==> src/rtl/fish_pkg.sv <==
// Shared widths, raster defaults, FSM state type and accumulator clear values
// for the fish_locator object finder.
package fish_pkg;

    localparam int XW    = 11;
    localparam int YW    = 10;
    localparam int RUNW  = 4;   // holds MIN_RUN up to 15
    localparam int PRESW = 3;   // holds MIN_FRAMES up to 7

    localparam logic [XW-1:0] H_ACTIVE_DEF = 11'd800;
    localparam logic [YW-1:0] V_ACTIVE_DEF = 10'd600;

    localparam logic [XW-1:0] MINX_CLR = 11'h7FF;
    localparam logic [YW-1:0] MINY_CLR = 10'h3FF;

    typedef enum logic {
        IDLE = 1'b0,
        SCAN = 1'b1
    } fish_state_e;

endpackage

==> src/rtl/fish_locator_run_filter.sv <==
// Horizontal run-length filter: flags the pixel where a mask run first reaches
// MIN_RUN and reports the column where that run started.
module run_filter
    import fish_pkg::*;
#(
    parameter logic [XW-1:0] H_ACTIVE = H_ACTIVE_DEF,
    parameter logic [YW-1:0] V_ACTIVE = V_ACTIVE_DEF,
    parameter int            MIN_RUN  = 4
) (
    input  logic          clk,
    input  logic          rst,
    input  logic          de,
    input  logic [XW-1:0] countx,
    input  logic [YW-1:0] county,
    input  logic          mask,
    input  logic          frame_start,
    output logic          hit,
    output logic [XW-1:0] cand_x
);

    localparam logic [RUNW-1:0] RUN_MAX  = RUNW'(MIN_RUN);
    localparam logic [XW-1:0]   RUN_BACK = XW'(MIN_RUN - 1);

    logic [RUNW-1:0] run_q;
    logic [RUNW-1:0] run_d;
    logic            pix_ok;

    always_comb begin
        pix_ok = de && (countx < H_ACTIVE) && (county < V_ACTIVE) && !frame_start;
        run_d  = '0;
        // Column 0 always restarts the count so a run cannot wrap across lines.
        if (pix_ok && mask && (countx != '0)) begin
            if (run_q == RUN_MAX) begin
                run_d = RUN_MAX;
            end else begin
                run_d = run_q + RUNW'(1);
            end
        end
        hit    = (run_d == RUN_MAX) && (run_q != RUN_MAX);
        cand_x = countx - RUN_BACK;
    end

    always_ff @(posedge clk or posedge rst) begin
        if (rst) begin
            run_q <= '0;
        end else begin
            run_q <= run_d;
        end
    end

endmodule

==> src/rtl/fish_locator.sv <==
// Per-frame bounding-box corner finder with a persistence filter on obj_valid.
// Results are committed on frame_start and held steady for the following frame.
module fish_locator
    import fish_pkg::*;
#(
    parameter logic [XW-1:0] H_ACTIVE   = H_ACTIVE_DEF,
    parameter logic [YW-1:0] V_ACTIVE   = V_ACTIVE_DEF,
    parameter int            MIN_RUN    = 4,
    parameter int            MIN_FRAMES = 2
) (
    input  logic          clk,
    input  logic          rst,
    input  logic          de,
    input  logic [XW-1:0] countx,
    input  logic [YW-1:0] county,
    input  logic          mask,
    input  logic          frame_start,
    output logic [XW-1:0] x,
    output logic [YW-1:0] y,
    output logic          obj_valid,
    output logic          frame_done
);

    localparam logic [PRESW-1:0] PRES_MAX = PRESW'(MIN_FRAMES);

    fish_state_e      state_q,      state_d;
    logic             acc_hit_q,    acc_hit_d;
    logic [XW-1:0]    acc_minx_q,   acc_minx_d;
    logic [YW-1:0]    acc_miny_q,   acc_miny_d;
    logic [XW-1:0]    x_q,          x_d;
    logic [YW-1:0]    y_q,          y_d;
    logic [PRESW-1:0] pres_q,       pres_d;
    logic             obj_valid_q,  obj_valid_d;
    logic             frame_done_q, frame_done_d;

    logic             hit;
    logic [XW-1:0]    cand_x;

    run_filter #(
        .H_ACTIVE (H_ACTIVE),
        .V_ACTIVE (V_ACTIVE),
        .MIN_RUN  (MIN_RUN)
    ) u_run_filter (
        .clk         (clk),
        .rst         (rst),
        .de          (de),
        .countx      (countx),
        .county      (county),
        .mask        (mask),
        .frame_start (frame_start),
        .hit         (hit),
        .cand_x      (cand_x)
    );

    always_comb begin
        state_d      = state_q;
        acc_hit_d    = acc_hit_q;
        acc_minx_d   = acc_minx_q;
        acc_miny_d   = acc_miny_q;
        x_d          = x_q;
        y_d          = y_q;
        pres_d       = pres_q;
        obj_valid_d  = obj_valid_q;
        frame_done_d = 1'b0;

        case (state_q)
            IDLE: begin
                // The frame in progress at reset is incomplete, so it is dropped.
                if (frame_start) begin
                    state_d    = SCAN;
                    acc_hit_d  = 1'b0;
                    acc_minx_d = MINX_CLR;
                    acc_miny_d = MINY_CLR;
                end
            end
            SCAN: begin
                if (frame_start) begin
                    frame_done_d = 1'b1;
                    if (acc_hit_q) begin
                        x_d = acc_minx_q;
                        y_d = acc_miny_q;
                        if (pres_q == PRES_MAX) begin
                            pres_d = PRES_MAX;
                        end else begin
                            pres_d = pres_q + PRESW'(1);
                        end
                    end else begin
                        pres_d = '0;
                    end
                    obj_valid_d = (pres_d >= PRES_MAX);
                    acc_hit_d   = 1'b0;
                    acc_minx_d  = MINX_CLR;
                    acc_miny_d  = MINY_CLR;
                end else if (hit) begin
                    acc_hit_d = 1'b1;
                    if (cand_x < acc_minx_q) begin
                        acc_minx_d = cand_x;
                    end
                    if (county < acc_miny_q) begin
                        acc_miny_d = county;
                    end
                end
            end
            default: begin
                state_d = IDLE;
            end
        endcase
    end

    always_ff @(posedge clk or posedge rst) begin
        if (rst) begin
            state_q      <= IDLE;
            acc_hit_q    <= 1'b0;
            acc_minx_q   <= MINX_CLR;
            acc_miny_q   <= MINY_CLR;
            x_q          <= '0;
            y_q          <= '0;
            pres_q       <= '0;
            obj_valid_q  <= 1'b0;
            frame_done_q <= 1'b0;
        end else begin
            state_q      <= state_d;
            acc_hit_q    <= acc_hit_d;
            acc_minx_q   <= acc_minx_d;
            acc_miny_q   <= acc_miny_d;
            x_q          <= x_d;
            y_q          <= y_d;
            pres_q       <= pres_d;
            obj_valid_q  <= obj_valid_d;
            frame_done_q <= frame_done_d;
        end
    end

    assign x          = x_q;
    assign y          = y_q;
    assign obj_valid  = obj_valid_q;
    assign frame_done = frame_done_q;

endmodule

==> config.mk <==
export PLATFORM = sky130hd
export DESIGN_NAME = fish_locator
export DESIGN_NICKNAME = d
export VERILOG_FILES = /design/src/rtl/fish_pkg.sv /design/src/rtl/fish_locator_run_filter.sv /design/src/rtl/fish_locator.sv
export SDC_FILE = /design/constraint.sdc
export NUM_CORES = 1
export LEC_CHECK = 0
export CORE_MARGIN = 3
export CORE_UTILIZATION = 40
export DETAILED_ROUTE_END_ITERATION = 6
export GPL_TIMING_DRIVEN = 0
export PLACE_DENSITY = 0.76
export SYNTH_ARGS = -nofsm -noshare
export SYNTH_HDL_FRONTEND = slang
export SYNTH_SLANG_ARGS = --single-unit
==> constraint.sdc <==
create_clock -name clk -period 2 [get_ports clk]
set_input_delay 0.3 -clock clk [delete_from_list [all_inputs] [get_ports clk]]
set_output_delay 0.3 -clock clk [all_outputs]
set_load 0.02 [all_outputs]
=== Word-level counts from Yosys, hierarchy flattened ===
Index checks and enable logic that the tools add are counted.
Widths: inputs -> output; s select.

* Muxes and demuxes: 23
* Bitwise operators: 1
* $lt $le $gt $ge: 5
* Add/sub/neg operators: 3
* Multiply operators: 0
* Equality and inequality tests: 8
* Shifts and indexed selects: 0
* Reductions and logical operators: 13
* Divide/modulo/power cells: 0

{| class="wikitable"
|+ Operator list
! kind !! number
|-
| $mux 11 || 4
|-
| $mux 10 || 4
|-
| $pmux 11 s2 || 1
|-
| $pmux 10 s2 || 1
|-
| $mux 3 || 4
|-
| $lt 11x10->1 const B || 1
|-
| $lt 11x11->1 || 1
|-
| $reduce_bool 11->1 || 1
|-
| $sub 11x2->11 const B || 1
|-
| $lt 10x10->1 || 1
|-
| $lt 10x10->1 const B || 1
|-
| $ne 3x2->1 const B || 3
|-
| $reduce_and 3->1 || 3
|-
| $eq 4x3->1 const B || 2
|-
| $mux 4 || 2
|-
| $logic_and 1x1->1 || 6
|-
| $mux 1 || 6
|-
| $add 4x1->4 const B || 1
|-
| $ne 4x3->1 const B || 1
|-
| $reduce_and 2->1 || 2
|-
| $add 3x1->3 const B || 1
|-
| $eq 3x2->1 const B || 1
|-
| $ge 3x2->1 const B || 1
|-
| $ne 2x2->1 const B || 1
|-
| 3 further kinds || 3
|}

* Memories kept: 0
* Latch bits: 0
* Output and inout bits: 23
* Register bits: 53
* Logic and storage cells: 63
* Bits in read-only memories: 0
* Input port bits: 26
* Bits in writable memories: 0

=== Logic depth before layout (Yosys ltp) ===
Gate-level depths: netlist of run 1.

* Depth after elaboration: 12
* Depth in mapped cells: 11
* Gate-level depth less buffers: 10

=== Modules after synthesis ===
Synthesis of run 1 repeated with hierarchy kept, for this count alone.

* Cell total of the unflattened synthesis: 316
* Area, all modules: 2977.9 um2

{| class="wikitable"
|+ Modules (own cells, without submodules)
! module !! sequential area each (um2) !! times used !! cells an instance !! area each (um2)
|-
| fish_locator || 1252.5 || 1 || 256 || 2482.4
|-
| run_filter || 100.1 || 1 || 60 || 495.5
|}

=== Least setup slack after synthesis of run 1 ===
OpenSTA, ideal clock, no wires.

* Path kind: input-to-reg
* Start point: in countx[7]
* End point: reg acc_minx_q[3]
* Path buffers: 1
* Setup slack: -382 ps
* Data required time: 1918 ps
* Cell stages on the path: 10
* Library setup time: 82 ps
* Arrival time: 2300 ps
* Cells stage by stage: or3_4 nor2_1 xor2_1 ha_1 a21o_1 a21o_1 a21oi_1 o211ai_2 buf_6 mux2_4

* Word-level cells in the longest chain between the ends: 11
* Elaborated cells between the ends (all ways): 15
* Classes of those cells: 1 x add/sub; 2 x order compare; 3 x eq/ne; 1 x mux; 8 x reduce/logical

{| class="wikitable"
|+ Ends and longest elaborated chain
! item !! line !! text
|-
| start: declaration || fish_locator.sv:14 || <nowiki>input logic [XW-1:0] countx,</nowiki>
|-
| branches (longest 10 deep; another with $sub 11x2->11) || - ||
|-
| $reduce_and 3->1 (no line) (*) || - ||
|-
| end signal: assignment || fish_locator.sv:124 || <nowiki>acc_minx_q <= acc_minx_d;</nowiki>
|-
| end: declaration || fish_locator.sv:28 || <nowiki>logic [XW-1:0] acc_minx_q, acc_minx_d;</nowiki>
|}

Every way passes the cells marked *.
A chain may end at the register's enable or synchronous reset.

=== Final worst setup path of run 1 ===
* Start point: in countx[2]
* End point: reg acc_minx_q[3]

* Word-level cells in the longest chain between the ends: 11
* Elaborated cells between the ends (all ways): 19
* Classes of those cells: 1 x add/sub; 2 x order compare; 3 x eq/ne; 5 x mux; 8 x reduce/logical

{| class="wikitable"
|+ Ends and longest elaborated chain
! item
|-
| branches (longest 11 deep; another with $sub 11x2->11)
|}

Several ways; the timed one is not identified. The select of a mux whose other input is x is not followed.

==> results of run 1 <==
-- what timing repair did --
item,4_1_cts,5_1_grt
pin swaps,17,23
resized for setup,64,24
setup buffers,12,5
setup endpoints to repair,22,21
gates cloned,2,0
endpoints found under the hold margin,0,0
-- kinds of logic (layout without fill, tap and decap cells) --
logic type | count (synthesis) | in the layout
AOI/OAI and AO/OA | 49 | 49
xor gates and xnor gates | 9 | 9
adders and majority gates | 25 | 25
buffers and inverters | 48 | 124
DFF | 53 | 53
muxes | 22 | 22
and+or+nand+nor | 103 | 103
-- layer usage --
metal	track usage	up-vias	share of wire
met1	0.208	1172	0.43
met3	0.0345	8	0.024
met4	0.0483	0	0.013
li1	-	1182	-
met2	0.310	27	0.54
met5	0	-	0
-- how the worst max path moves through the flow --
stage	end	slack, ps	depth (start not counted)
2_1_floorplan	acc_minx_q[3]$_DFFE_PP1P_	-290	10
3_3_place_gp	acc_minx_q[5]$_DFFE_PP1P_	-1040	12
3_5_place_dp	acc_minx_q[3]$_DFFE_PP1P_	-1150	11
4_1_cts	acc_minx_q[3]$_DFFE_PP1P_	-250	9
5_1_grt	acc_minx_q[3]$_DFFE_PP1P_	-280	9
6_report	acc_minx_q[3]$_DFFE_PP1P_	-220	11
-- stage by stage --
stage / std cells / hold WS, ps / area (um^2)
4_1_cts: 476 / 265 / 3920
3_3_place_gp: 453 / 471 / 3600
6_report: 481 / 223 / 4040
2_1_floorplan: 309 / 355 / 3000
3_5_place_dp: 454 / 478 / 3620
5_1_grt: 481 / 209 / 4040
-- state kept, by name (all words and copies together), names as in the netlist --
name and flops:
state_q 1, frame_done 1, x 11, obj_valid 1
acc_miny_q 10, pres_q 3, y 10, u_run_filter.run_q 4
acc_minx_q 11, acc_hit_q 1
-- placed cells by master, fill, tap and decap left out, types with 2 or more instances in the layout --
cell,instances
or2_2,5
o22ai_1,2
xnor2_2,2
nand3_1,8
clkbuf_8,6
nor2b_1,2
dfstp_2,21
a21oi_2,3
clkdlybuf4s50_1,37
nor2_2,3
nor2_4,2
xor2_2,2
mux2_4,4
a21o_1,4
ha_4,2
a21oi_1,4
nand4_1,4
nor2_1,33
ha_1,22
o21ai_0,4
buf_6,8
nand2b_1,3
clkbuf_1,6
dlygate4sd2_1,3
dfrtp_1,30
dfrtp_2,2
mux2i_1,16
nand2_2,3
buf_4,18
nand2_1,31
inv_2,2
buf_2,2
o21ai_1,22
xor2_1,4
nor3_1,2
inv_1,38
-- power by group through the flow --
stage / logic (mW) / clock network (mW) / registers, mW
floorplan: 0.0885 / 0 / 1.10
global placement: 0.183 / 0 / 1.09
detailed placement: 0.191 / 0 / 1.09
CTS: 0.205 / 0.791 / 1.08
global route: 0.244 / 0.832 / 1.08
finish: 0.222 / 0.779 / 1.08
-- synth_stat cells, drive strengths merged, types with 5 or more instances --
master,count
mux2i,17
inv,40
xor2,6
dfrtp,32
nand3,8
clkbuf,6
nor2,38
nand2,34
dfstp,21
or2,5
ha,25
o21ai,26
mux2,5
a21oi,7
nand4,5
-- layout make-up --
class / instances / area, um^2
clock inverters: 2 / 37.5
inverters: 40 / 150
well taps: 96 / 120
repair buffers: 68 / 637
fillers: 603 / 2940
plain buffers: 8 / 45.0
flip-flops and latches: 53 / 1360
multi-input cells: 208 / 1610
clock buffers: 6 / 82.6
==> results.tsv, run 1 <==
metric	value	unit
Power Dens Cells	514	mW/mm^2
WP buf/inv	2	
failing checks	setup timing	
Hold EP	acc_minx_q[0]$_DFFE_PP1P_	
ratio of cells with drive above 1 in the final layout	0.268	
worst-path maximum fanout	5	
die area	0.00850	mm^2
compound-gate portion of the synthesized area	0.112	
ranking of synthesized cells by area	dfrtp_1 (27%), dfstp_2 (19%), ha_1 (11%)	
CP Launch Point	countx[2]	
post-layout util	0.579	
final setup fails	21	
detailed-route wire length per cell	14.8	um
FF-to-FF setup slack	-190	ps
post-layout min period	2220	ps
Arr. time, crit path	2460	ps
GRT overflow	0	
CTS Buffer Depth	2	
Slew Viols, Final	0	
Post-Synthesis Cells	309	
Top Family by Delay on Critical Path	compound AO/OA/AOI/OAI gates	
DR pass1 iterations	4	
mux cell area share after synthesis	0.0800	
Critical Path End Type	flip-flop	
sw frac	0.238	
top-area cell type share of the netlist area	0.269	
ordered cell list for the critical path	buf_6 > nor3_4 > a21boi_4 > nand2_2 > xnor2_2 > ha_1 > a21o_1 > a21oi_2 > o211ai_4 > buf_6 > mux2_4	
Die W	92.2	um
Final #Nets	435	
All-Layer GR Usage	0.173	
Final ANT Viol Nets	0	
Die Y	92.2	um
CTS tree	done	
crit-path max cell delay	320	ps
total power	2.08	mW
most used flip-flop cell after synthesis	dfrtp_1	
total CTS buffers	5	
worst reg2reg startpoint	u_run_filter.run_q[0]$_DFF_PP0_	
total nets after synthesis	360	
post-synthesis simple-gate area fraction	0.158	
period utilisation layout	1.11	
largest net degree at the start of global routing	30	
setup TNS	-3060	ps
Crit-path slowest cell	a21boi_4	
P_leak	2.12	nW
Startpoint Class	input port	
largest area contributor in the netlist	dfrtp_1	
RePlAce Congestion	0.831	
Min-Delay Path Depth	2	
Seq pwr share	0.518	
Tightest Hold Check Type	in2reg	
asr flop ratio synth	1.00	
Final HPWL DP	5.01	mm
crit-path most repeated cell	buf_6	
WS Path Type	in2reg	
H-tree levels	2	
Crit path required time	2250	ps
worst r2r dst	acc_minx_q[3]$_DFFE_PP1P_	
Mapped Area	0.00297	mm^2
register clock-pin slew on the reported worst setup and hold paths	90	ps
yosys warns	0	
cells on worst reg2reg path	9	
Final WS setup	-215	ps
Logic pwr share	0.107	
RSZ-0062 raised after global routing	yes	
vias post-DR	2389	
port bufs	48	
initial core utilization	0.426	
FF+latch count, synth	53	
status	finished, violations left	
pre-CTS WS	-1150	ps
cts hold-fix bufs	0	
internal power	1.58	mW
vias in the first global route	2475	
P_sw	494	uW
first-pass GRT wire length	11.8	mm
WL final	7.10	mm
Syn Area/Cell	9.62	um^2
synth unique cells	42	
Post-Synth Adder-Cell Area	0.105	
Initial DRC Count	54	
clk root buf	clkbuf_8	
Remaining DRCs	0	
area grow syn2layout	36.0	%
maxcap violations	0	
Fin Clk Skew	7.48	ps
fmax	0.451	GHz
n_diodes	0	
VDD IR-drop max	386	uV
FP Rows	30	
core area	0.00698	mm^2
Hold Vio Cnt, Final	0	
EDFF count, synth	0	
clk_lat worst skew	320	ps
drt via density	4.97	
CTS sink count	53	
min-delay src	countx[0]	
I/O Pins	49	
Post-Synth XOR/XNOR Area	0.0265	
initial antenna violation count	0	
Slew headroom	0.582	
worst slew pin tran	626	ps
clock power share	0.375	
largest family of logic cells by synthesized area	simple AND/OR/NAND/NOR gates	
sequential element share of the synthesized area	0.455	
Power figures use the tool's default switching activity.
==> inputs of run 2 (changes only) <==
==> constraint.sdc (replaced) <==
create_clock -name clk -period 2 [get_ports clk]
set_input_delay 0.2 -clock clk [delete_from_list [all_inputs] [get_ports clk]]
set_output_delay 0.2 -clock clk [all_outputs]
set_load 0.02 [all_outputs]
==> run 2 against run 1 <==
Hold slack got worse by 110 ps. The run still ends with setup timing left. Utilization decreased by 0.45 points. Critical path depth unchanged. First-iteration DRC count increased by 59%. Die area unchanged. Total power decreased by 9.0%. Critical endpoint unchanged. Highest routed layer unchanged. Flip-flop and latch count unchanged. Sequential share of layout area increased by 0.26 points. Via count increased by 0.21%. Sequential power about the same. Largest power group unchanged.
==> results.tsv, run 2 (synthesis results as in run 1) <==
metric	value	unit	change
Final ANT Viol Nets	0		unchanged
Tightest Hold Check Type	in2reg		
Arr. time, crit path	2410	ps	-50 ps
All-Layer GR Usage	0.172		-0.000527
Slew Viols, Final	0		unchanged
Slew headroom	0.596		+0.0142
clk_lat worst skew	310	ps	about the same
post-layout util	0.574		-0.00448
total CTS buffers	5		unchanged
RSZ-0062 raised after global routing	yes		
WS Path Type	in2reg		
Crit path required time	2250	ps	about the same
worst slew pin tran	605	ps	-21.2 ps
Die Y	92.2	um	unchanged
area grow syn2layout	34.9	%	
period utilisation layout	1.08		-0.0256
initial core utilization	0.426		unchanged
Critical Path End Type	flip-flop		
initial antenna violation count	0		unchanged
cells on worst reg2reg path	9		unchanged
vias in the first global route	2453		-0.89%
Fin Clk Skew	5.99	ps	-1.48 ps
crit-path most repeated cell	a21o_1		
Top Family by Delay on Critical Path	compound AO/OA/AOI/OAI gates		
CTS sink count	53		unchanged
drt via density	4.97		about the same
ratio of cells with drive above 1 in the final layout	0.262		-0.00587
Final WS setup	-164	ps	+51.2 ps
Worst Hold Margin	113	ps	-109 ps
fillcell total	590		-2.2%
core area	0.00698	mm^2	unchanged
failing checks	setup timing		
vias post-DR	2394		+0.21%
crit-path max cell delay	430	ps	+110 ps
Initial DRC Count	86		+59%
n_diodes	0		unchanged
Final #Nets	436		+0.23%
port bufs	48		unchanged
pre-CTS WS	-1020	ps	+131 ps
status	finished, violations left		
register clock-pin slew on the reported worst setup and hold paths	90	ps	about the same
Crit path depth	11		unchanged
WL final	7.03	mm	-0.87%
Min-Delay Path Depth	2		unchanged
Power Dens Cells	471	mW/mm^2	-8.3%
I/O Pins	49		unchanged
cts hold-fix bufs	0		unchanged
worst-path maximum fanout	7		+2
CTS tree	done		
VDD IR-drop max	260	uV	-33%
area of the multi-input gates	0.00163	mm^2	+0.85%
Die W	92.2	um	unchanged
largest net degree at the start of global routing	29		-3.3%
P_leak	2.12	nW	about the same
WP buf/inv	2		unchanged
final setup fails	21		unchanged
RePlAce Congestion	0.822		-1.2%
Final HPWL DP	5.02	mm	+0.21%
detailed-route wire length per cell	14.6	um	-1.1%
fmax	0.462	GHz	+2.4%
post-layout min period	2160	ps	-51.2 ps
Sequential Area	0.00136	mm^2	unchanged
Startpoint Class	input port		
H-tree levels	2		unchanged
clk root buf	clkbuf_8		
Remaining DRCs	0		unchanged
Crit-path slowest cell	or3_4		
GRT overflow	0		unchanged
ordered cell list for the critical path	buf_2 > or3_4 > nor2_4 > xor2_2 > ha_1 > a21o_1 > a21o_1 > a21oi_2 > o211ai_4 > buf_6 > mux2_4		
most frequent cells in the layout	inv_1 (37), clkdlybuf4s50_1 (37), nor2_1 (34), nand2_1 (31), dfrtp_1 (30)		
first-pass GRT wire length	11.7	mm	-0.88%
CTS Buffer Depth	2		unchanged
Hold Vio Cnt, Final	0		unchanged
DR pass1 iterations	4		unchanged
FP Rows	30		unchanged
maxcap violations	0		unchanged
die area	0.00850	mm^2	unchanged
[run 2: cell count changes in the layout (fill, tap and decap cells not counted), moves of 2 or more]
cell      before  now
clkbuf_1       6    9
ha_4           2    4
buf_2          2    6
ha_1          22   20
buf_4         18   20
buf_6          8    3
[run 2: area by class of cell]
type | instances | share of cell area
multi-input cells | 208 | 0.406
clock buffers | 8 | 0.0200
repair buffers | 69 | 0.159
plain buffers | 8 | 0.0103
inverters | 40 | 0.0374
flip-flops and latches | 53 | 0.338
well taps | 96 | 0.0300
[run 2: metal layers]
layer	wire length (um)	GRT usage
met4	94	0.0545
met1	3000	0.207
met3	214	0.0320
met5	0	0
met2	3720	0.308
[run 2: path summary, 6_finish.rpt]
check,slack (ps),start,endpoint
min in group asynchronous,270,rst,y[7]$_DFFE_PP0P_
setup reg to reg,-150,u_run_filter.run_q[0]$_DFF_PP0_,acc_minx_q[3]$_DFFE_PP1P_
hold reg to reg,490,obj_valid$_DFFE_PP0P_,obj_valid$_DFFE_PP0P_
max in group asynchronous,1090,rst,acc_miny_q[3]$_DFFE_PP1P_
hold / removal,110,countx[0],acc_minx_q[0]$_DFFE_PP1P_
setup / recovery,-160,countx[6],acc_minx_q[3]$_DFFE_PP1P_
[run 2: through the flow]
stage / cells / TNS [ps] / power [mW] / area [um^2]
after floorplan: 309 / -976 / 1.18 / 3000
after global placement: 453 / -31990 / 1.28 / 3600
after detailed placement: 454 / -17400 / 1.29 / 3620
after CTS: 476 / -3080 / 1.89 / 3870
after global routing: 482 / -4440 / 1.96 / 4010
final: 482 / -2240 / 1.89 / 4010
[run 2: power breakdown]
| part | switching (mW) | total (mW) | leakage [nW] | internal [mW] |
|---|---|---|---|---|
| combinational | 0.121 | 0.219 | 1.42 | 0.0979 |
| clock | 0.346 | 0.595 | 0.0395 | 0.250 |
| sequential | 0.000820 | 1.08 | 0.657 | 1.07 |
[run 2: timing repair]
action                     in CTS  in global routing
setup buffers                  14                  6
resized for setup              46                 28
pin swaps                      11                 15
setup endpoints to repair      21                 22
[run 2: worst reg2reg max path: cells and delay by family, from the launching register on]
kind                     cells  cell delay [ps]
flip-flops                   1              450
buffers and inverters        3              460
multiplexers                 1              300
AO/OA/AOI/OAI                3              700
AND/OR/NAND/NOR              1               40
adder cells (fa/ha/maj)      1              150
==> inputs of run 3 (changes only) <==
- DONT_BUFFER_PORTS: not set -> 1
- PLACE_DENSITY: 0.76 -> 0.67
==> run 3 against run 2 <==
The flow still finishes with violations (setup timing). Global-route usage fell by 0.56 points. Total power rose by 4.5%. Die area did not move. Hold slack got worse by 110 ps. Sequential share of layout area rose by 5.1 points. Final cell count fell by 11%. Via count fell by 9.4%. Critical endpoint is now acc_minx_q[7]$_DFFE_PP1P_. Largest cell class unchanged. Maximum frequency rose by 0.75%. Clock-buffer cell count fell by 1. Non-clock buffer count fell by 52.
==> results.tsv, run 3 (synthesis results as in run 1) <==
metric	value	unit	change
status	finished, violations left		
failing checks	setup timing		
n_diodes	0		unchanged
Power Dens Cells	567	mW/mm^2	+20%
Critical Path End Type	flip-flop		
ratio of cells with drive above 1 in the final layout	0.198		-0.0641
port bufs	0		-100%
P_leak	1.85	nW	-13%
CTS sink count	53		unchanged
detailed-route wire length per cell	15.3	um	+4.6%
Final HPWL DP	4.76	mm	-5.2%
post-layout util	0.499		-0.0758
Die Y	92.2	um	unchanged
met1 GRT Util	0.226		+0.0193
Initial DRC Count	104		+21%
Top Usage Layer GRT	met2		
GRT met3 Usage	0.0394		+0.00738
Hold Vio Cnt, Final	0		unchanged
vias post-DR	2169		-9.4%
CTS tree	done		
WS Path Type	reg2reg		
final setup fails	19		-9.5%
Fin Clk Skew	9.90	ps	+3.90 ps
worst-path maximum fanout	8		+1
drt via density	5.04		+1.6%
met2 Use GR	0.266		-0.0426
register clock-pin slew on the reported worst setup and hold paths	90	ps	about the same
GRT overflow	0		unchanged
area grow syn2layout	17.1	%	
clk_lat worst skew	310	ps	about the same
Final #Nets	384		-12%
Startpoint Class	flip-flop		
Final ANT Viol Nets	0		unchanged
total CTS buffers	5		unchanged
setup TNS	-2030	ps	+211 ps
CTS Buffer Depth	2		unchanged
RSZ-0062 raised after global routing	yes		
leading cell type in the layout, fill and taps excluded	inv_1		
Arr. time, crit path	2380	ps	-30 ps
Tightest Hold Check Type	in2reg		
Remaining DRCs	0		unchanged
All-Layer GR Usage	0.166		-0.00561
I/O Pins	49		unchanged
period utilisation layout	1.07		-0.00805
maxcap violations	0		unchanged
DR pass1 iterations	4		unchanged
largest net degree at the start of global routing	42		+45%
FP Rows	30		unchanged
vias in the first global route	2188		-11%
Final WS setup	-148	ps	+16.1 ps
initial antenna violation count	0		unchanged
Slew Viols, Final	0		unchanged
RePlAce Congestion	0.769		-6.4%
clk root buf	clkbuf_8		
VDD IR-drop max	222	uV	-15%
core area	0.00698	mm^2	unchanged
most frequent cells in the layout	inv_1 (38), nor2_1 (35), nand2_1 (33), dfrtp_1 (32), ha_1 (24)		
worst slew pin tran	576	ps	-28.3 ps
Slew headroom	0.616		+0.0195
initial core utilization	0.426		unchanged
Die W	92.2	um	unchanged
fmax	0.466	GHz	+0.75%
first-pass GRT wire length	11.1	mm	-4.6%
post-layout min period	2150	ps	-16.1 ps
Crit path required time	2230	ps	-20 ps
WL final	6.56	mm	-6.7%
H-tree levels	2		unchanged
die area	0.00850	mm^2	unchanged
==> run 3: cell count changes in the layout (fill, tap and decap cells not counted), sizes merged, moves of 2 or more <==
cell           change
clkdlybuf4s50     -37
buf               -21
dlygate4sd3        +9
dlygate4sd2        -2
==> run 3: area by class of cell <==
| type | count | area (um^2) |
|---|---|---|
| plain buffers | 8 | 45.0 |
| clock buffers | 7 | 86.3 |
| clock inverters | 1 | 30.0 |
| fillers | 664 | 3500 |
| inverters | 40 | 150 |
| multi-input cells | 208 | 1520 |
| flip-flops and latches | 53 | 1350 |
| well taps | 96 | 120 |
| repair buffers | 17 | 179 |
==> run 3: layer usage <==
metal	part of all wire	vias up	wire length, um
met3	0.040	6	265
met5	0	-	0
met1	0.45	1059	2930
li1	-	1075	-
met2	0.50	29	3290
met4	0.012	0	80
==> run 3: metrics by stage <==
step                worst slack (ps)  power [mW]  std cells  area (um^2)  hold WS, ps
global placement                -437        1.21        405         3120          259
global route                    -258        2.07        430         3480         11.3
finish                          -148        1.97        430         3480         8.09
CTS                             -198        1.99        428         3420         9.34
detailed placement              -443        1.22        406         3140         53.0
floorplan                       -190        1.18        309         3000          255
==> run 3: repair_timing <==
| item | CTS | global route |
|---|---|---|
| pin swaps | 4 | 2 |
| hold buffers | 8 | 1 |
| resized for setup | 9 | 7 |
| gates cloned | 1 | 0 |
| endpoints found under the setup margin | 21 | 22 |
| endpoints found under the hold margin | 19 | 1 |
| setup buffers | 5 | 1 |
==> run 3: worst paths after layout <==
check | start | end | slack [ps] | depth (start not counted)
hold / removal | county[8] | acc_miny_q[8]$_DFFE_PP1P_ | 8 | 2
max in group asynchronous | rst | acc_miny_q[3]$_DFFE_PP1P_ | 1120 | 3
min in group asynchronous | rst | y[6]$_DFFE_PP0P_ | 290 | 2
setup / recovery | u_run_filter.run_q[0]$_DFF_PP0_ | acc_minx_q[7]$_DFFE_PP1P_ | -150 | 7
setup reg to reg | u_run_filter.run_q[0]$_DFF_PP0_ | acc_minx_q[7]$_DFFE_PP1P_ | -150 | 7
hold reg to reg | u_run_filter.run_q[0]$_DFF_PP0_ | u_run_filter.run_q[0]$_DFF_PP0_ | 500 | 1
==> run 3: power by group <==
part           leakage [nW]  switching, mW  total [mW]  internal [mW]
clock                0.0585          0.352       0.760          0.409
combinational          1.13         0.0820       0.138         0.0558
sequential            0.661        0.00214        1.08           1.07
total                  1.85          0.436        1.97           1.54
==> run 3: worst max-delay path: stages (launching register included) <==
cell	delay, ps
dfrtp_1	400
ha_2	220
nor2_2	50
a2111o_1	390
a2111oi_4	360
o211ai_2	170
buf_6	190
mux2_4	300
